File: src/rtl/simon_pkg.sv
// Shared Simon constants and playback state encoding.
// Used by both the pattern-entry and playback datapaths.
package simon_pkg;

    localparam int ADDR_W    = 6;
    localparam int DATA_W    = 4;
    localparam int MEM_DEPTH = 64;

    typedef enum logic [2:0] {
        S_IDLE,
        S_FETCH,
        S_SHOW,
        S_GAP,
        S_FINISH
    } state_t;

endpackage

File: src/rtl/simon_interval_timer.sv
// Loadable down-counter with a zero flag.
// Saturates at zero so an idle dec is harmless.
module simon_interval_timer #(
    parameter int W = 8
) (
    input  logic         clk,
    input  logic         reset,
    input  logic         load,
    input  logic [W-1:0] load_val,
    input  logic         dec,
    output logic [W-1:0] count,
    output logic         zero
);

    always_ff @(posedge clk) begin
        if (reset)
            count <= '0;
        else if (load)
            count <= load_val;
        else if (dec && count != '0)
            count <= count - 1'b1;
    end

    assign zero = (count == '0);

endmodule

File: src/rtl/simon_playback.sv
// Plays the stored Simon sequence on the pattern LEDs,
// one entry at a time with fixed lit and dark intervals.
module simon_playback #(
    parameter int ADDR_W     = simon_pkg::ADDR_W,
    parameter int DATA_W     = simon_pkg::DATA_W,
    parameter int ON_CYCLES  = 25000000,
    parameter int OFF_CYCLES = 12500000
) (
    input  logic              clk,
    input  logic              reset,
    input  logic              start,
    input  logic              abort,
    input  logic [ADDR_W:0]   seq_len,
    output logic [ADDR_W-1:0] mem_raddr,
    input  logic [DATA_W-1:0] mem_rdata,
    output logic [DATA_W-1:0] leds,
    output logic              busy,
    output logic              done,
    output logic [ADDR_W-1:0] cur_index
);

    import simon_pkg::*;

    localparam int MAXC = (ON_CYCLES > OFF_CYCLES) ? ON_CYCLES : OFF_CYCLES;
    localparam int TW   = $clog2(MAXC + 1);
    localparam int IW   = ADDR_W + 1;

    localparam logic [TW-1:0] ON_LD  = TW'(ON_CYCLES - 1);
    localparam logic [TW-1:0] OFF_LD = TW'(OFF_CYCLES - 1);
    localparam logic [IW-1:0] DEPTH  = IW'(1 << ADDR_W);

    state_t        state;
    logic [IW-1:0] idx;
    logic [IW-1:0] len;
    logic [IW-1:0] len_in;

    logic          t_load;
    logic          t_dec;
    logic          t_zero;
    logic [TW-1:0] t_val;
    logic [TW-1:0] t_count;

    assign len_in    = (seq_len > DEPTH) ? DEPTH : seq_len;
    assign cur_index = idx[ADDR_W-1:0];

    simon_interval_timer #(
        .W(TW)
    ) u_timer (
        .clk     (clk),
        .reset   (reset),
        .load    (t_load),
        .load_val(t_val),
        .dec     (t_dec),
        .count   (t_count),
        .zero    (t_zero)
    );

    always_comb begin
        t_load = 1'b0;
        t_val  = '0;
        t_dec  = 1'b0;
        if (!abort) begin
            case (state)
                S_FETCH: begin
                    t_load = 1'b1;
                    t_val  = ON_LD;
                end
                S_SHOW: begin
                    if (t_zero) begin
                        t_load = 1'b1;
                        t_val  = OFF_LD;
                    end else begin
                        t_dec = 1'b1;
                    end
                end
                S_GAP:   t_dec = 1'b1;
                default: ;
            endcase
        end
    end

    always_ff @(posedge clk) begin
        if (reset) begin
            state     <= S_IDLE;
            leds      <= '0;
            busy      <= 1'b0;
            done      <= 1'b0;
            mem_raddr <= '0;
            idx       <= '0;
            len       <= '0;
        end else begin
            done <= 1'b0;
            // abort outranks any timer expiry in the same cycle
            if (state != S_IDLE && abort) begin
                state <= S_IDLE;
                leds  <= '0;
                busy  <= 1'b0;
            end else begin
                case (state)
                    S_IDLE: begin
                        leds <= '0;
                        if (start) begin
                            busy <= 1'b1;
                            idx  <= '0;
                            len  <= len_in;
                            if (len_in == '0) begin
                                state <= S_FINISH;
                                done  <= 1'b1;
                            end else begin
                                state     <= S_FETCH;
                                mem_raddr <= '0;
                            end
                        end
                    end
                    S_FETCH: begin
                        leds  <= mem_rdata;
                        state <= S_SHOW;
                    end
                    S_SHOW: begin
                        if (t_zero) begin
                            leds  <= '0;
                            state <= S_GAP;
                        end
                    end
                    S_GAP: begin
                        if (t_zero) begin
                            if (idx == len - 1'b1) begin
                                state <= S_FINISH;
                                done  <= 1'b1;
                            end else begin
                                idx       <= idx + 1'b1;
                                mem_raddr <= ADDR_W'(idx + 1'b1);
                                state     <= S_FETCH;
                            end
                        end
                    end
                    S_FINISH: begin
                        leds  <= '0;
                        busy  <= 1'b0;
                        state <= S_IDLE;
                    end
                    default: state <= S_IDLE;
                endcase
            end
        end
    end

endmodule

File: config.mk
export PLATFORM = sky130hd
export DESIGN_NAME = simon_playback
export DESIGN_NICKNAME = d
export VERILOG_FILES = /design/src/rtl/simon_pkg.sv /design/src/rtl/simon_interval_timer.sv /design/src/rtl/simon_playback.sv
export SDC_FILE = /design/constraint.sdc
export NUM_CORES = 1
export LEC_CHECK = 0
export CAP_MARGIN = 20
export CORE_MARGIN = 2
export CORE_UTILIZATION = 47
export CTS_BUF_LIST = sky130_fd_sc_hd__clkbuf_16
export DETAILED_ROUTE_END_ITERATION = 12
export PLACE_DENSITY = 0.71
export SYNTH_ARGS = -nofsm -noshare
export SYNTH_HDL_FRONTEND = slang
export SYNTH_SLANG_ARGS = --single-unit
File: constraint.sdc
create_clock -name clk -period 3.25 [get_ports clk]
set_input_delay 0.65 -clock clk [delete_from_list [all_inputs] [get_ports clk]]
set_output_delay 0.65 -clock clk [all_outputs]
set_load 0.01 [all_outputs]
==> flow_summary.json, run 1 <==
{
  "relSlewSlack_pct": 46.5,
  "nNetsFinal": 402,
  "synthArstFlopShare_pct": 0,
  "utilization_pct": 57.1,
  "syn_area_um2": 2970,
  "status": "complete, no violations",
  "synth_cells": 363,
  "vias": 2702,
  "synth_most_common_cell": "dfxtp_1",
  "path_clk_slew_ns": 0.07,
  "synthTopCellsByCount": "54 x dfxtp_1, 34 x a21oi_1, 29 x nand2_1",
  "yosysSeqAreaShare_pct": 36.3,
  "finalSetupViolCount": 0,
  "cts_buffers": 5,
  "grt_usage_pct": 20.5,
  "dp.cells": 451,
  "area_delta_synth_final_pct": 15.7,
  "post_cts_resized": 0,
  "antenna_found_initial": 0,
  "post_cts_buffers": 0,
  "skew_ns": 0.00462,
  "grt_pass1_vias": 2552,
  "avgViaCountPerCell": 5.90,
  "rows": 28,
  "hold_viol_final": 0,
  "numClockSinks": 54,
  "worst_skew_pair.late_latency_ns": 0.29,
  "cts-htree-levels": 2,
  "slew_viol_final": 0,
  "cp_max_fo": 8,
  "yosysWarnings": 0,
  "rsz0062_at_grt": "false",
  "floorplan.die.width_um": 83.5,
  "final.setup.tns_ns": 0,
  "fp.dieH_um": 83.5,
  "synth_seq_cells": 54,
  "diodes": 0,
  "start_util_pct": 49.4,
  "cp.required_ns": 3.45,
  "route.detailed.drc": 0,
  "ant_nets": 0,
  "io_pins": 33,
  "worstSetupStartpointType": "primary input",
  "routed_wl_um": 6940,
  "syn_area_per_cell_um2": 8.19,
  "whs_ns": 0.447,
  "fin_cells": 458,
  "dr.first_iter.drc_count": 238,
  "routabilityCongestion": 0.865,
  "grt_max_degree": 20,
  "clockRootBuffer": "clkbuf_16",
  "dp_hpwl_um": 5100,
  "synth_top_area_cell": "dfxtp_1",
  "postCtsHoldBufs": 0,
  "drv_cap": 0,
  "power_density_nw_per_um2": 455,
  "synth_edf_count": 0,
  "core_area_um2": 6030,
  "syn_nets": 382,
  "clock.fmax_mhz": 393,
  "fin_crit_ns": 2.55,
  "arrival_ns": 2.75,
  "synth.distinct_cells": 58,
  "cts_tree": "done",
  "end_kind": "flip-flop",
  "finalCritPeriodShare_pct": 78.3,
  "max-vdd-ir-drop_uv": 254,
  "dieArea_um2": 6980,
  "synth_area_leaders": "dfxtp_1 36%, a21oi_1 5.7%, xnor2_1 4.7%, nand2_1 3.7%, nor3_1 3.5%",
  "synth_top_area_share_pct": 36.3,
  "wire_per_inst_um": 15.2,
  "grt_pass1_wl_um": 11900,
  "power_mw": 1.57,
  "leakagePower_nw": 1.22,
  "clock_path_buffers": 2,
  "min_path_type": "flip-flop to flip-flop",
  "gr-total-overflow": 0,
  "dr.pass1.iters": 5,
  "numPortBuffers": 32,
  "layout-drive-gt1-share_pct": 6.53,
  "ys.flop_type": "dfxtp_1",
  "worstMarginPinSlew_ns": 0.800,
  "critPathKind": "primary input to flip-flop"
}
-- logic make-up after synthesis --
kind of cell    count (synthesis)  share of synthesized area (%)
mux                             3                           1.05
compound gates                 92                           20.2
xor+xnor                       28                           8.25
simple gates                  148                           27.3
buf+inv                        34                           5.22
fa+ha+maj                       4                           1.68
flops                          54                           36.3
-- sequential cells by signal, summed over array words and instances (netlist names) --
name and flops:
u_timer.count 25, mem_raddr 6, idx 7, done 1
busy 1, len 7, leds 4, state 3
-- layer usage --
metal  vias up  global-route usage, %  wire length, µm
met5         -                      0                0
met4         0                   4.11               58
met3         6                   4.35              370
met2        78                   32.6             3130
met1      1260                   28.8             3380
li1       1358                      -                -
-- layout by cell type, fill, tap and decap left out, types with 2 or more instances in the layout --
| cell | Yosys | final |
|---|---|---|
| a211oi_1 | 2 | 2 |
| a21o_1 | 3 | 3 |
| a21oi_1 | 34 | 34 |
| a22o_1 | 4 | 4 |
| a31oi_1 | 4 | 4 |
| and3_1 | 5 | 5 |
| and4_1 | 2 | 2 |
| buf_4 | 7 | 5 |
| clkbuf_16 | 0 | 5 |
| clkdlybuf4s50_1 | 0 | 32 |
| dfxtp_1 | 54 | 54 |
| ha_1 | 4 | 4 |
| inv_1 | 10 | 12 |
| mux2i_1 | 2 | 2 |
| nand2_1 | 29 | 29 |
| nand2b_1 | 2 | 2 |
| nand3_1 | 14 | 14 |
| nand3b_1 | 2 | 2 |
| nand4_1 | 4 | 4 |
| nor2_1 | 27 | 27 |
| nor3_1 | 21 | 21 |
| nor3b_1 | 7 | 7 |
| nor4_1 | 6 | 6 |
| o2111ai_1 | 2 | 2 |
| o211ai_1 | 2 | 2 |
| o21a_1 | 4 | 4 |
| o21ai_0 | 14 | 14 |
| o21ai_1 | 2 | 2 |
| o22ai_1 | 2 | 2 |
| o31ai_1 | 6 | 6 |
| o31ai_2 | 2 | 2 |
| or2_1 | 2 | 2 |
| or2_2 | 4 | 4 |
| or3_1 | 9 | 9 |
| or4_1 | 6 | 6 |
| xnor2_1 | 16 | 16 |
| xor2_1 | 12 | 12 |
-- power breakdown --
group / switching (mW) / internal [mW] / total [mW] / leakage, nW
clock: 0.226 / 0.276 / 0.502 / 0.0723
sequential: 0.0345 / 0.691 / 0.726 / 0.439
combinational: 0.208 / 0.131 / 0.339 / 0.707
-- metrics by stage --
stage / setup WS [ns] / area, µm²
final: 0.704 / 3440
after global routing: 0.529 / 3440
after CTS: 0.697 / 3440
after detailed placement: 0.380 / 3310
after global placement: 0.411 / 3310
after floorplan: 0.992 / 2970
-- final timing paths --
path,startpoint,end,slack [ns],depth (start not counted)
setup / recovery,abort,u_timer.count[9],0.70,7
hold / removal,mem_raddr[1],mem_raddr[1],0.45,2
setup reg to reg,u_timer.count[0],u_timer.count[9],0.77,8
hold reg to reg,mem_raddr[1],mem_raddr[1],0.45,2
-- layout make-up --
type	instances	area (µm²)
fillers	578	2580
multi-input cells	275	1740
flip-flops and latches	54	1080
repair buffers	37	358
clock buffers	5	125
well taps	75	93.8
inverters	10	37.5
clock inverters	2	7.51
-- critical path: stages --
cell and delay (ns):
clkdlybuf4s50_1 0.44, nor2_1 0.16, and2_2 0.20, o31ai_2 0.15, or4_4 0.53, or4_1 0.40
a211oi_1 0.22
Note: power is estimated with default switching activity, not from simulation.
==> inputs of run 2 (changes only) <==
- PLACE_DENSITY: 0.71 -> 0.74
- clock period: 3.25 -> 2.2 ns (I/O delays scaled with it)
==> flow_summary.json, run 2 (synthesized netlist as in run 1, its figures left out) <==
{
  "status": "finished with violations",
  "violations": "negative setup slack",
  "wire_per_inst_um": 15.8,
  "clock.fmax_mhz": 446,
  "reg.largest.list": "u_timer.count (25), idx (7), len (7)",
  "largest_reg_flops": 25,
  "power_density_nw_per_um2": 643,
  "antenna_found_initial": 0,
  "grt_pass1_vias": 2680,
  "timing.rr.end": "idx[4]",
  "fp.dieH_um": 83.5,
  "cp_max_fo": 5,
  "core_area_um2": 6030,
  "route.detailed.drc": 0,
  "max-vdd-ir-drop_uv": 339,
  "finalSetupViolCount": 1,
  "critPathKind": "flip-flop to flip-flop",
  "numPortBuffers": 32,
  "drv_cap": 0,
  "swShare_pct": 30.5,
  "cp.required_ns": 2.40,
  "switchingPower_uw": 776,
  "grt_pass1_wl_um": 12900,
  "skew_ns": 0.00516,
  "end_kind": "flip-flop",
  "min_path_type": "flip-flop to flip-flop",
  "power_mw": 2.54,
  "layout_common_cells": "52 x dfxtp_1, 48 x buf_4, 33 x a21oi_1, 31 x clkdlybuf4s50_1, 29 x nand2_1",
  "cts-htree-levels": 2,
  "largest_register": "u_timer.count",
  "worst_skew_pair.late_latency_ns": 0.29,
  "vias": 2908,
  "dp_worst_setup_slack_ns": -0.324,
  "floorplan.die.width_um": 83.5,
  "power.share.sequential_pct": 42.1,
  "r2r_cells": 8,
  "routabilityCongestion": 0.915,
  "endpoint": "idx[4]",
  "rrSetupSlack_ns": -0.04,
  "avgViaCountPerCell": 5.80,
  "start_util_pct": 49.4,
  "numClockSinks": 54,
  "fin_cells": 501,
  "worstMarginPinSlew_ns": 0.534,
  "finalCritPeriodShare_pct": 102,
  "postCtsHoldBufs": 0,
  "diodes": 0,
  "p_comb_share_pct": 28.4,
  "ant_nets": 0,
  "slew_viol_final": 0,
  "grt_usage_pct": 22.2,
  "gr-total-overflow": 0,
  "hold_viol_final": 0,
  "dp.cells": 489,
  "clock_path_buffers": 2,
  "p_int_mw": 1.76,
  "rows": 28,
  "relSlewSlack_pct": 64.4,
  "grt_max_degree": 21,
  "io_pins": 33,
  "layout_commonest_cell": "dfxtp_1",
  "clockRootBuffer": "clkbuf_16",
  "dp_hpwl_um": 5640,
  "r2r-start": "len[0]",
  "arrival_ns": 2.45,
  "nNetsFinal": 445,
  "clockPowerShare_pct": 29.5,
  "dr.first_iter.drc_count": 257,
  "fin_crit_ns": 2.24,
  "cts_tree": "done",
  "layout-drive-gt1-share_pct": 22.5,
  "dr.pass1.iters": 5,
  "path_clk_slew_ns": 0.07,
  "startpoint": "len[0]",
  "worstSetupStartpointType": "flip-flop",
  "cts_buffers": 5,
  "dieArea_um2": 6980,
  "leakagePower_nw": 1.49,
  "routed_wl_um": 7940,
  "fin_ws_ns": -0.0434,
  "area_delta_synth_final_pct": 32.8
}
## run 2: area by class of cell
class	count	area, µm²
clock buffer	5	125
timing repair buffer	80	683
sequential	54	1080
clock inverter	2	10.0
fill	494	2080
multi-input combinational	275	1920
tap	75	93.8
inverter	10	37.5
## run 2: worst min path at each step
stage / from / endpoint / slack [ns] / cells past startpoint
2_1_floorplan: u_timer.count[16] / u_timer.count[16] / 0.43 / 2
3_3_place_gp: mem_raddr[1] / mem_raddr[1] / 0.44 / 2
3_5_place_dp: mem_raddr[1] / mem_raddr[1] / 0.44 / 2
4_1_cts: mem_raddr[1] / mem_raddr[1] / 0.45 / 2
5_1_grt: mem_raddr[5] / mem_raddr[5] / 0.47 / 2
6_report: mem_raddr[1] / mem_raddr[1] / 0.45 / 2
## run 2: stage by stage
stage               hold slack (ns)  util, %  area (µm²)  TNS (ns)
floorplan                     0.435        -        2990         0
global placement              0.437     59.9        3610     -2.11
detailed placement            0.441     59.9        3610     -2.78
CTS                           0.451     62.6        3770    -0.212
global route                  0.473     65.5        3950    -0.197
finish                        0.449     65.5        3950   -0.0434
## run 2: power by group through the flow
stage                     sequential (mW)  clock [mW]  combinational, mW
final                                1.07       0.750              0.720
after global routing                 1.08       0.803              0.787
after CTS                            1.07       0.765              0.626
after detailed placement             1.09           0              0.611
after global placement               1.09           0              0.601
after floorplan                      1.08           0              0.388
## run 2: worst max-delay path: stages, from the launching register on
cell,delay (ns)
dfxtp_1,0.31
buf_4,0.15
nor3_1,0.30
xnor2_1,0.17
o2111ai_1,0.24
buf_4,0.22
o311ai_2,0.44
o211ai_1,0.21
o31ai_2,0.10
## run 2: routing by layer
metal / vias up / wire, µm / global-route usage (%)
li1: 1450 / - / -
met1: 1349 / 3710 / 31.6
met2: 94 / 3560 / 33.9
met3: 15 / 479 / 4.15
met4: 0 / 190 / 7.33
met5: - / 0 / 0
## run 2: what timing repair did
action / 4_1_cts / 5_1_grt
setup buffers: 1 / 4
cloned: 0 / 0
endpoints found under the hold margin: 0 / 0
endpoints found under the setup margin: 23 / 35
resized for setup: 6 / 29
pin swaps: 1 / 6
